$ cat src/rtl/multi_bank_switch.sv
// Frame-buffer bank arbiter between the camera writer and the VGA reader, NUM_BANKS >= 3.
// Drop/repeat statistics counters are built only when MULTI_BANK_SWITCH_STATS_EN is defined.
module multi_bank_switch #(
    parameter int NUM_BANKS   = 3,
    parameter int BANK_W      = 2,
    parameter int SYNC_STAGES = 2,
    parameter int CNT_W       = 16
) (
    input  logic              clk,
    input  logic              rst_133,
    input  logic              vga_rise,
    input  logic              cam_rise,
    input  logic              freeze,
    output logic [BANK_W-1:0] vga_bank,
    output logic [BANK_W-1:0] cam_bank,
    output logic [BANK_W-1:0] ready_bank,
    output logic              ready_valid,
    output logic [CNT_W-1:0]  drop_cnt,
    output logic [CNT_W-1:0]  repeat_cnt
);

    logic [SYNC_STAGES-1:0] vga_sync_q;
    logic [SYNC_STAGES-1:0] cam_sync_q;
    logic                   vga_pulse;
    logic                   cam_pulse;

    logic [BANK_W-1:0] vga_q, vga_d;
    logic [BANK_W-1:0] cam_q, cam_d;
    logic [BANK_W-1:0] rdy_q, rdy_d;
    logic              valid_q, valid_d;

    // Lowest bank index that is neither a nor b; pass a == b to exclude one bank.
    function automatic logic [BANK_W-1:0] lowest_free(input logic [BANK_W-1:0] a,
                                                      input logic [BANK_W-1:0] b);
        logic [BANK_W-1:0] r;
        logic              found;
        r     = '0;
        found = 1'b0;
        for (int i = 0; i < NUM_BANKS; i++) begin
            if (!found && BANK_W'(i) != a && BANK_W'(i) != b) begin
                r     = BANK_W'(i);
                found = 1'b1;
            end
        end
        return r;
    endfunction

    // Bit 0 is the newest sample; a rising level yields one pulse in the last two stages.
    always_ff @(posedge clk) begin
        if (!rst_133) begin
            vga_sync_q <= '0;
            cam_sync_q <= '0;
        end else begin
            vga_sync_q <= {vga_sync_q[SYNC_STAGES-2:0], vga_rise};
            cam_sync_q <= {cam_sync_q[SYNC_STAGES-2:0], cam_rise};
        end
    end

    assign vga_pulse = vga_sync_q[SYNC_STAGES-2] & ~vga_sync_q[SYNC_STAGES-1];
    assign cam_pulse = cam_sync_q[SYNC_STAGES-2] & ~cam_sync_q[SYNC_STAGES-1];

    always_comb begin
        vga_d   = vga_q;
        cam_d   = cam_q;
        rdy_d   = rdy_q;
        valid_d = valid_q;
        if (!freeze) begin
            if (vga_pulse && cam_pulse) begin
                // The frame just completed goes straight to display.
                vga_d   = cam_q;
                cam_d   = lowest_free(cam_q, cam_q);
                valid_d = 1'b0;
            end else if (vga_pulse) begin
                if (valid_q) begin
                    vga_d   = rdy_q;
                    valid_d = 1'b0;
                end
            end else if (cam_pulse) begin
                rdy_d   = cam_q;
                valid_d = 1'b1;
                cam_d   = lowest_free(vga_q, cam_q);
            end
        end
    end

    always_ff @(posedge clk) begin
        if (!rst_133) begin
            vga_q   <= '0;
            cam_q   <= BANK_W'(1);
            rdy_q   <= '0;
            valid_q <= 1'b0;
        end else begin
            vga_q   <= vga_d;
            cam_q   <= cam_d;
            rdy_q   <= rdy_d;
            valid_q <= valid_d;
        end
    end

    assign vga_bank    = vga_q;
    assign cam_bank    = cam_q;
    assign ready_bank  = rdy_q;
    assign ready_valid = valid_q;

`ifdef MULTI_BANK_SWITCH_STATS_EN
    logic [CNT_W-1:0] drop_q, drop_d;
    logic [CNT_W-1:0] rep_q, rep_d;

    // Saturating counters: hold at all-ones instead of wrapping.
    always_comb begin
        drop_d = drop_q;
        rep_d  = rep_q;
        if (!freeze) begin
            if (cam_pulse && valid_q && drop_q != {CNT_W{1'b1}})
                drop_d = drop_q + CNT_W'(1);
            if (vga_pulse && !cam_pulse && !valid_q && rep_q != {CNT_W{1'b1}})
                rep_d = rep_q + CNT_W'(1);
        end
    end

    always_ff @(posedge clk) begin
        if (!rst_133) begin
            drop_q <= '0;
            rep_q  <= '0;
        end else begin
            drop_q <= drop_d;
            rep_q  <= rep_d;
        end
    end

    assign drop_cnt   = drop_q;
    assign repeat_cnt = rep_q;
`else
    assign drop_cnt   = '0;
    assign repeat_cnt = '0;
`endif

endmodule
$ cat config.mk
export PLATFORM = sky130hd
export DESIGN_NAME = multi_bank_switch
export DESIGN_NICKNAME = d
export VERILOG_FILES = /design/src/rtl/multi_bank_switch.sv
export SDC_FILE = /design/constraint.sdc
export NUM_CORES = 1
export LEC_CHECK = 0
export CAP_MARGIN = 10
export CORE_MARGIN = 2
export CORE_UTILIZATION = 36
export CTS_CLUSTER_DIAMETER = 50
export DETAILED_ROUTE_END_ITERATION = 8
export PLACE_DENSITY = 0.79
export SYNTH_ARGS = -nofsm -noshare
export SYNTH_HDL_FRONTEND = slang
export SYNTH_SLANG_ARGS = --single-unit
$ cat constraint.sdc
create_clock -name clk -period 1.4 [get_ports clk]
set_input_delay 0.28 -clock clk [delete_from_list [all_inputs] [get_ports clk]]
set_output_delay 0.28 -clock clk [all_outputs]
set_load 0.005 [all_outputs]
* After elaboration in Yosys (flattened, before gate mapping)
Index checks and enable logic that the tools add are counted.
Word-level totals: bits in registers 11
Cells by class: eq/ne operators 5, muxes and demuxes 29, bitwise gates (word level) 7, reduce and logical (&&, ||, !) cells 24
Operators by type and width (count):
- 1-bit two-way mux | 21
- 2-bit two-way mux | 8
- 1-bit logical AND | 10
- 2-bit nonzero test | 5
- 3-bit AND reduction | 2
- 1-bit inverter | 5
- 1-bit zero test | 4
- 1-bit by 2-bit != test with 1-bit output, first input constant | 2
- 2-bit != test, first input constant | 2
- 4-bit AND reduction | 1
- 3-bit nonzero test | 1
- 1-bit AND | 2
- 2-bit by 1-bit != test with 1-bit output, second input constant | 1
- 2-bit AND reduction | 1

* Depth between registers and ports, before layout
Gate-level depths: netlist of run 1.
depth after elaboration 22, depth in mapped cells 4

* Worst setup path before layout of run 1
Ideal clock, no wire load.
kind register -> register, from register cam_sync_q[0], to register rdy_q[0], in the netlist ready_bank[0], setup time 117 ps, arrival time 1132 ps, data required time 1283 ps, setup slack 150 ps, cell stages (with the launch flop) 5, period minus slack after synthesis 1250 ps, path through dfxtp_1 -> or3b_4 -> or2_4 -> mux2i_1 -> nor2_1
Between the ends: word-level cells in the longest chain between the ends 4
RTL lines:
- from (decl) | RTL line 23 | logic [SYNC_STAGES-1:0] cam_sync_q;
- from (signal assigned) | RTL line 55 | cam_sync_q <= {cam_sync_q[SYNC_STAGES-2:0], cam_rise};
- 1-bit AND (*) | RTL line 60 | assign cam_pulse = cam_sync_q[SYNC_STAGES-2] & ~cam_sync_q[SYNC_STAGES-1];
- 1-bit logical AND | RTL line 68 | if (vga_pulse && cam_pulse) begin
- 1-bit inverter (no line)
- 4-bit AND reduction (no line) (*)
- to (signal assigned) | RTL line 95 | rdy_q <= rdy_d;
- to (decl) | RTL line 29 | logic [BANK_W-1:0] rdy_q, rdy_d;
Mark *: on every way between the ends. The rest lies on a longest branch, timed or not. A chain may end at the register's enable or synchronous reset.

* Worst setup path after layout of run 1
from register cam_sync_q[0], to register rdy_q[1], in the netlist ready_bank[1]
The elaborated chain is that of the path after synthesis.

==> flow_metrics.py, run 1 <==
metrics = {
    "outcome": {
        "status": "complete, no violations",
    },
    "worst_setup_path": {
        "slowest_delay_ps": 410,
        "start_kind": "flop",
        "cp.required_ps": 1570,
        "cp-end-kind": "flop",
        "arrival_ps": 1500,
        "crit_type": "reg2reg",
        "slowest_stage": "or3b_4",
        "cp_max_fo": 4,
        "rr_startpoint": "cam_sync_q[0]$_SDFF_PN0_",
        "crit_path_start": "cam_sync_q[0]$_SDFF_PN0_",
        "cp_cell_sequence": "or3b_4, or2_4, mux2i_1, nor2_1",
    },
    "floorplanning": {
        "core_area_mm2": 0.00190,
        "die_x_um": 48.3,
        "ios": 44,
        "die_h_um": 48.3,
        "num_rows": 16,
        "die_area_mm2": 0.00233,
        "start_util": 0.371,
    },
    "finish": {
        "fin_util": 0.420,
        "fin_cells": 125,
        "antennaDiodeCount": 0,
        "final_nets": 104,
        "stdcell_area_um2": 800,
        "area_delta_synth_final_pct": 13.3,
        "multi_input_area_um2": 347,
        "final.fill_count": 198,
        "seqCellArea_um2": 236,
        "drive_gt1_frac": 0.184,
    },
    "power_and_ir_drop": {
        "p_seq_frac": 0.519,
        "vdd_ir_drop_max_uv": 425,
        "power.internal_uw": 478,
        "power_uw": 642,
        "pwr-share-comb": 0.146,
        "pwr_density_cell_mw_per_mm2": 803,
        "switching_share": 0.256,
        "p_leak_nw": 0.418,
        "pwr-share-clk": 0.335,
        "netSwitchingPower_uw": 164,
    },
    "grt": {
        "globalRoute.totalOverflow": 0,
        "globalRouteMet3Util": 0.0593,
        "grt_pass1_wl_mm": 1.57,
        "grt_pass1_vias": 375,
        "grt_max_degree": 8,
        "grt_antenna_before_repair": 0,
        "grtUsageMet1": 0.104,
        "grt_usage": 0.102,
        "use_met2": 0.166,
        "busiest_layer": "met2",
    },
    "clock_tree": {
        "cts_sinks": 11,
        "clock_latency_ps": 270,
        "cts_max_level": 1,
        "tritoncts": "built",
        "path_clk_slew_ps": 70,
        "cts_made_buffers": 3,
        "clk_path_buf_depth": 2,
        "cts-root-buf": "clkbuf_4",
    },
    "sta": {
        "hold_violations": 0,
        "drv_slew": 0,
        "finClkSkew_ps": 8.65,
        "hold_ws_ps": 466,
        "fmax_ghz": 0.750,
        "timing.final.crit_share": 0.953,
        "setup_slack_ps": 65.9,
        "setup_tns_ps": 0,
        "fin_crit_ps": 1330,
        "final-setup-viol-count": 0,
        "grt_setup_unrepaired": "yes",
    },
    "placement": {
        "dp_hpwl_um": 776,
        "place_area_um2": 726,
        "portBuffers": 11,
        "place_ws_ps": -306,
        "dp_cells": 117,
        "place_congestion": 0.828,
    },
    "hold_path": {
        "hold_path_class": "in2reg",
        "holdCritStartpoint": "freeze",
    },
    "logic_synthesis": {
        "ys_seq_elements": 11,
        "ys_types": 24,
        "synth_cells": 80,
        "syn_avg_cell_area_um2": 8.82,
        "synth_area_leaders": "buf_4 34%, dfxtp_1 31%, and2_1 3.5%, mux2i_1 2.8%, o21ai_0 2.8%",
        "yosysTopAreaCellShare": 0.340,
        "syn-cell-area_um2": 706,
        "yosysWarnings": 0,
        "synth_top_cell_by_area": "buf_4",
        "seq_area_frac_synth": 0.312,
    },
    "detailed_routing": {
        "wl_per_cell_um": 8.29,
        "remaining_drc_errors": 0,
        "vias": 501,
        "antenna_left": 0,
        "drtIter0Drc": 3,
        "wl_mm": 1.04,
        "via_per_inst": 4.01,
        "first_pass_iters": 4,
    },
    "run": {
        "cap_violations": 0,
    },
}
-- kinds of logic after synthesis --
group	Yosys count	synth area share
flops	11	0.312
compound gates	9	0.0833
mux	3	0.0443
xor+xnor	1	0.0124
other cells	1	0.00531
buf+inv	36	0.362
simple gates	19	0.181
-- cell type report --
cell class	instances	share of cell area
Tap cell	27	0.0423
Multi-Input combinational cell	64	0.433
Inverter	4	0.0188
Timing Repair Buffer	15	0.177
Clock buffer	4	0.0329
Sequential cell	11	0.296
-- final timing paths --
check                                     to  slack [ps]  cells after the start
hold reg to reg     vga_sync_q[1]$_SDFF_PN0_         470                      1
setup reg to reg  ready_bank[1]$_SDFFE_PN0P_          70                      4
hold / removal      ready_valid$_SDFFE_PN0P_         470                      4
setup / recovery  ready_bank[1]$_SDFFE_PN0P_          70                      4
-- sequential cells by signal, summed over array words and instances (netlist names) --
register     cells
vga_sync_q       2
vga_bank         2
ready_bank       2
cam_bank         2
ready_valid      1
cam_sync_q       2
-- synthesized netlist by cell type --
master and count:
a221oi_1 2, inv_1 4, nor2b_1 1, and2_1 4, a211oi_1 1, or2_4 1
conb_1 1, and2b_1 1, or2b_1 1, nor4b_1 1, nand3b_1 2, nand3_1 1
nand2_1 1, mux2i_1 2, a21oi_1 1, xor2_1 1, o21ai_0 4, or3b_4 1
mux2_2 1, o311ai_0 1, dfxtp_1 11, buf_4 32, nor2b_4 1, nor2_1 4
-- critical path: cells and delay by family (launching register included) --
kind	cells	cell delay [ps]
flops	1	340
simple gates	3	740
mux	1	150
-- cells in the final DEF (no fill, tap or decap), drive strengths merged, types with 2 or more instances in the layout --
| cell type | netlist | routed |
|---|---|---|
| a221oi | 2 | 2 |
| and2 | 4 | 4 |
| buf | 32 | 4 |
| clkbuf | 0 | 4 |
| clkdlybuf4s50 | 0 | 3 |
| conb | 1 | 32 |
| dfxtp | 11 | 11 |
| dlygate4sd2 | 0 | 5 |
| dlymetal6s2s | 0 | 3 |
| inv | 4 | 4 |
| mux2i | 2 | 2 |
| nand3b | 2 | 2 |
| nor2 | 4 | 4 |
| nor2b | 2 | 2 |
| o21ai | 4 | 4 |
-- per-layer routing --
metal	wire length, um	part of all wire
met1	392	0.38
met2	490	0.47
met3	136	0.13
met4	17	0.016
met5	0	0
-- power by group through the flow --
stage                     logic [mW]  clock network (mW)  registers (mW)
after floorplan                0.119                   0           0.343
after global placement        0.0850                   0           0.345
after detailed placement      0.0862                   0           0.346
after CTS                     0.0891               0.225           0.334
after global routing           0.111               0.246           0.335
final                         0.0935               0.215           0.334
-- what timing repair did --
action,4_1_cts,5_1_grt
hold buffers,0,0
endpoints found under the setup margin,9,5
pin swaps,1,2
gates resized for setup,15,4
buffers inserted,2,2
Power figures use the tool's default switching activity.
==> inputs of run 2 (changes only) <==
--- a/config.mk
+++ b/config.mk
@@ -5,12 +5,14 @@
 export SDC_FILE = /design/constraint.sdc
 export NUM_CORES = 1
 export LEC_CHECK = 0
+export ABC_AREA = 1
 export CAP_MARGIN = 10
 export CORE_MARGIN = 2
-export CORE_UTILIZATION = 36
+export CORE_UTILIZATION = 37
 export CTS_CLUSTER_DIAMETER = 50
 export DETAILED_ROUTE_END_ITERATION = 8
 export PLACE_DENSITY = 0.79
+export RECOVER_POWER = 100
 export SYNTH_ARGS = -nofsm -noshare
 export SYNTH_HDL_FRONTEND = slang
 export SYNTH_SLANG_ARGS = --single-unit
==> run 2 against run 1 <==
Effect of this change:
- core utilization rose by 0.16 points
- hold slack lost 16 ps
- maximum frequency shrank 2.6%
- combinational power rose by 13%
- clock power increased by 5%
- clock skew is 4.3 ps lower
- setup slack worse by 36 ps
- clock-buffer cell count down 1
- synthesized cell count grew 40%
- highest routed layer unchanged
- first-iteration DRC count grew to 4.3 times the previous value
- sequential cell count unchanged
- sequential power hardly changed
==> flow_metrics.py, run 2 <==
metrics = {
    "clock_tree": {
        "cts-root-buf": "clkbuf_4",
        "clk_path_buf_depth": 2,
        "cts_made_buffers": 3,
        "clock_latency_ps": 280,
        "cts_max_level": 1,
        "tritoncts": "built",
        "ctsHoldBuffers": 0,
        "path_clk_slew_ps": 70,
        "cts_sinks": 11,
    },
    "power_and_ir_drop": {
        "power.internal_uw": 475,
        "p_leak_nw": 0.482,
        "pwr-share-clk": 0.340,
        "p_seq_frac": 0.502,
        "power_uw": 667,
        "pwr-share-comb": 0.159,
        "netSwitchingPower_uw": 192,
        "pwr_density_cell_mw_per_mm2": 813,
        "vdd_ir_drop_max_uv": 489,
        "switching_share": 0.288,
    },
    "detailed_routing": {
        "wl_mm": 1.18,
        "antenna_left": 0,
        "via_per_inst": 3.79,
        "remaining_drc_errors": 0,
        "first_pass_iters": 5,
        "wl_per_cell_um": 7.54,
        "vias": 595,
        "drtIter0Drc": 13,
    },
    "logic_synthesis": {
        "syn_avg_cell_area_um2": 6.69,
        "ys_types": 15,
        "synth_edf_count": 0,
        "synth_top_cell_by_area": "buf_4",
        "synth_area_leaders": "buf_4 32%, dfxtp_1 29%, nand2_1 10%, inv_1 7.5%, nor2_1 7.5%",
        "yosysTopAreaCellShare": 0.321,
        "ys.flop_type": "dfxtp_1",
        "seq_area_frac_synth": 0.294,
        "synth_cells": 112,
        "syn-cell-area_um2": 749,
        "yosysWarnings": 0,
        "async_flop_share": 0,
        "synthTopCellsByCount": "32 x buf_4, 20 x nand2_1, 15 x inv_1, 15 x nor2_1, 11 x dfxtp_1",
        "ys_seq_elements": 11,
        "synth.most_common_cell": "buf_4",
    },
    "worst_setup_path": {
        "slowest_delay_ps": 490,
        "start_kind": "flop",
        "critPathBufInv": 1,
        "cp_cell_sequence": "clkdlybuf4s50_1",
        "cp.required_ps": 1120,
        "crit_type": "reg2out",
        "reg2reg_slack_ps": 240,
        "cp_max_fo": 2,
        "arrival_ps": 1090,
        "cp_top_family": "buffers and inverters",
        "slowest_stage": "clkdlybuf4s50_1",
        "cp-end-kind": "output port",
    },
    "finish": {
        "fin_cells": 157,
        "fin_util": 0.422,
        "drive_gt1_frac": 0.0692,
        "mostFrequentLayoutCells": "32 x conb_1, 20 x nand2_1, 16 x nor2_1, 16 x inv_1, 11 x dfxtp_1",
        "antennaDiodeCount": 0,
        "final_nets": 136,
        "area_delta_synth_final_pct": 9.35,
        "stdcell_area_um2": 820,
        "final_common_cell": "conb_1",
    },
    "placement": {
        "place_congestion": 0.771,
        "place_area_um2": 779,
        "portBuffers": 11,
        "dp_cells": 150,
        "place_ws_ps": 47.2,
        "dp_hpwl_um": 886,
    },
    "grt": {
        "grt_pass1_wl_mm": 1.81,
        "grt_usage": 0.0996,
        "grt_pass1_vias": 453,
        "grt_antenna_before_repair": 0,
        "globalRoute.totalOverflow": 0,
        "grt_max_degree": 8,
    },
    "sta": {
        "timing.final.crit_share": 0.979,
        "setup_tns_ps": 0,
        "fmax_ghz": 0.730,
        "grt_setup_unrepaired": "no",
        "finClkSkew_ps": 4.36,
        "setup_slack_ps": 29.6,
        "final-setup-viol-count": 0,
        "hold_ws_ps": 450,
        "hold_violations": 0,
        "fin_crit_ps": 1370,
        "drv_slew": 0,
    },
    "hold_path": {
        "hold_path_class": "reg2reg",
    },
    "floorplanning": {
        "start_util": 0.386,
        "die_h_um": 49.0,
        "core_area_mm2": 0.00194,
        "die_x_um": 49.0,
        "die_area_mm2": 0.00240,
        "ios": 44,
        "num_rows": 16,
    },
    "outcome": {
        "status": "complete, no violations",
    },
    "run": {
        "cap_violations": 0,
    },
}
run 2: final cells by class:
cell class / instances / area (um^2)
timing repair buffer: 16 / 145
clock inverter: 1 / 5.00
multi-input combinational: 82 / 329
inverter: 17 / 63.8
clock buffer: 3 / 22.5
tap: 27 / 33.8
sequential: 11 / 220
fill: 215 / 1120
run 2: logic make-up after synthesis:
family / synth area share
buffers and inverters: 0.412
and+or+nand+nor: 0.212
AOI/OAI and AO/OA: 0.0768
DFF: 0.294
other: 0.00500
run 2: path summary, 6_finish.rpt:
path | from | cells past startpoint | endpoint
max | ready_valid$_SDFFE_PN0P_ | 1 | ready_valid
min | cam_sync_q[0]$_SDFF_PN0_ | 2 | cam_sync_q[1]$_SDFF_PN0_
max reg2reg | cam_sync_q[0]$_SDFF_PN0_ | 4 | ready_bank[1]$_SDFFE_PN0P_
min reg2reg | cam_sync_q[0]$_SDFF_PN0_ | 2 | cam_sync_q[1]$_SDFF_PN0_
run 2: power by group through the flow:
stage | clock network [mW] | logic [mW] | registers (mW)
2_1_floorplan | 0 | 0.128 | 0.344
3_3_place_gp | 0 | 0.102 | 0.344
3_5_place_dp | 0 | 0.104 | 0.344
4_1_cts | 0.234 | 0.110 | 0.336
5_1_grt | 0.246 | 0.120 | 0.337
6_report | 0.226 | 0.106 | 0.335
run 2: routing by layer:
metal	share of wire	vias up	GRT usage	routed length, um
met3	0.073	4	0.0368	87
met1	0.45	255	0.104	527
met4	0.015	0	0.0714	18
met2	0.47	29	0.164	551
li1	-	307	-	-
met5	0	-	0	0
run 2: what timing repair did:
action                                  4_1_cts  5_1_grt
endpoints found under the setup margin        5        4
setup buffers                                 3        0
gates resized for setup                       7        4
==> inputs of run 3 (changes only) <==
--- a/config.mk
+++ b/config.mk
@@ -6,7 +6,6 @@
 export NUM_CORES = 1
 export LEC_CHECK = 0
 export ABC_AREA = 1
-export CAP_MARGIN = 10
 export CORE_MARGIN = 2
 export CORE_UTILIZATION = 37
 export CTS_CLUSTER_DIAMETER = 50
==> results of run 3 <==
Same layout as run 2: the final DEF is identical, and so are final timing and power.
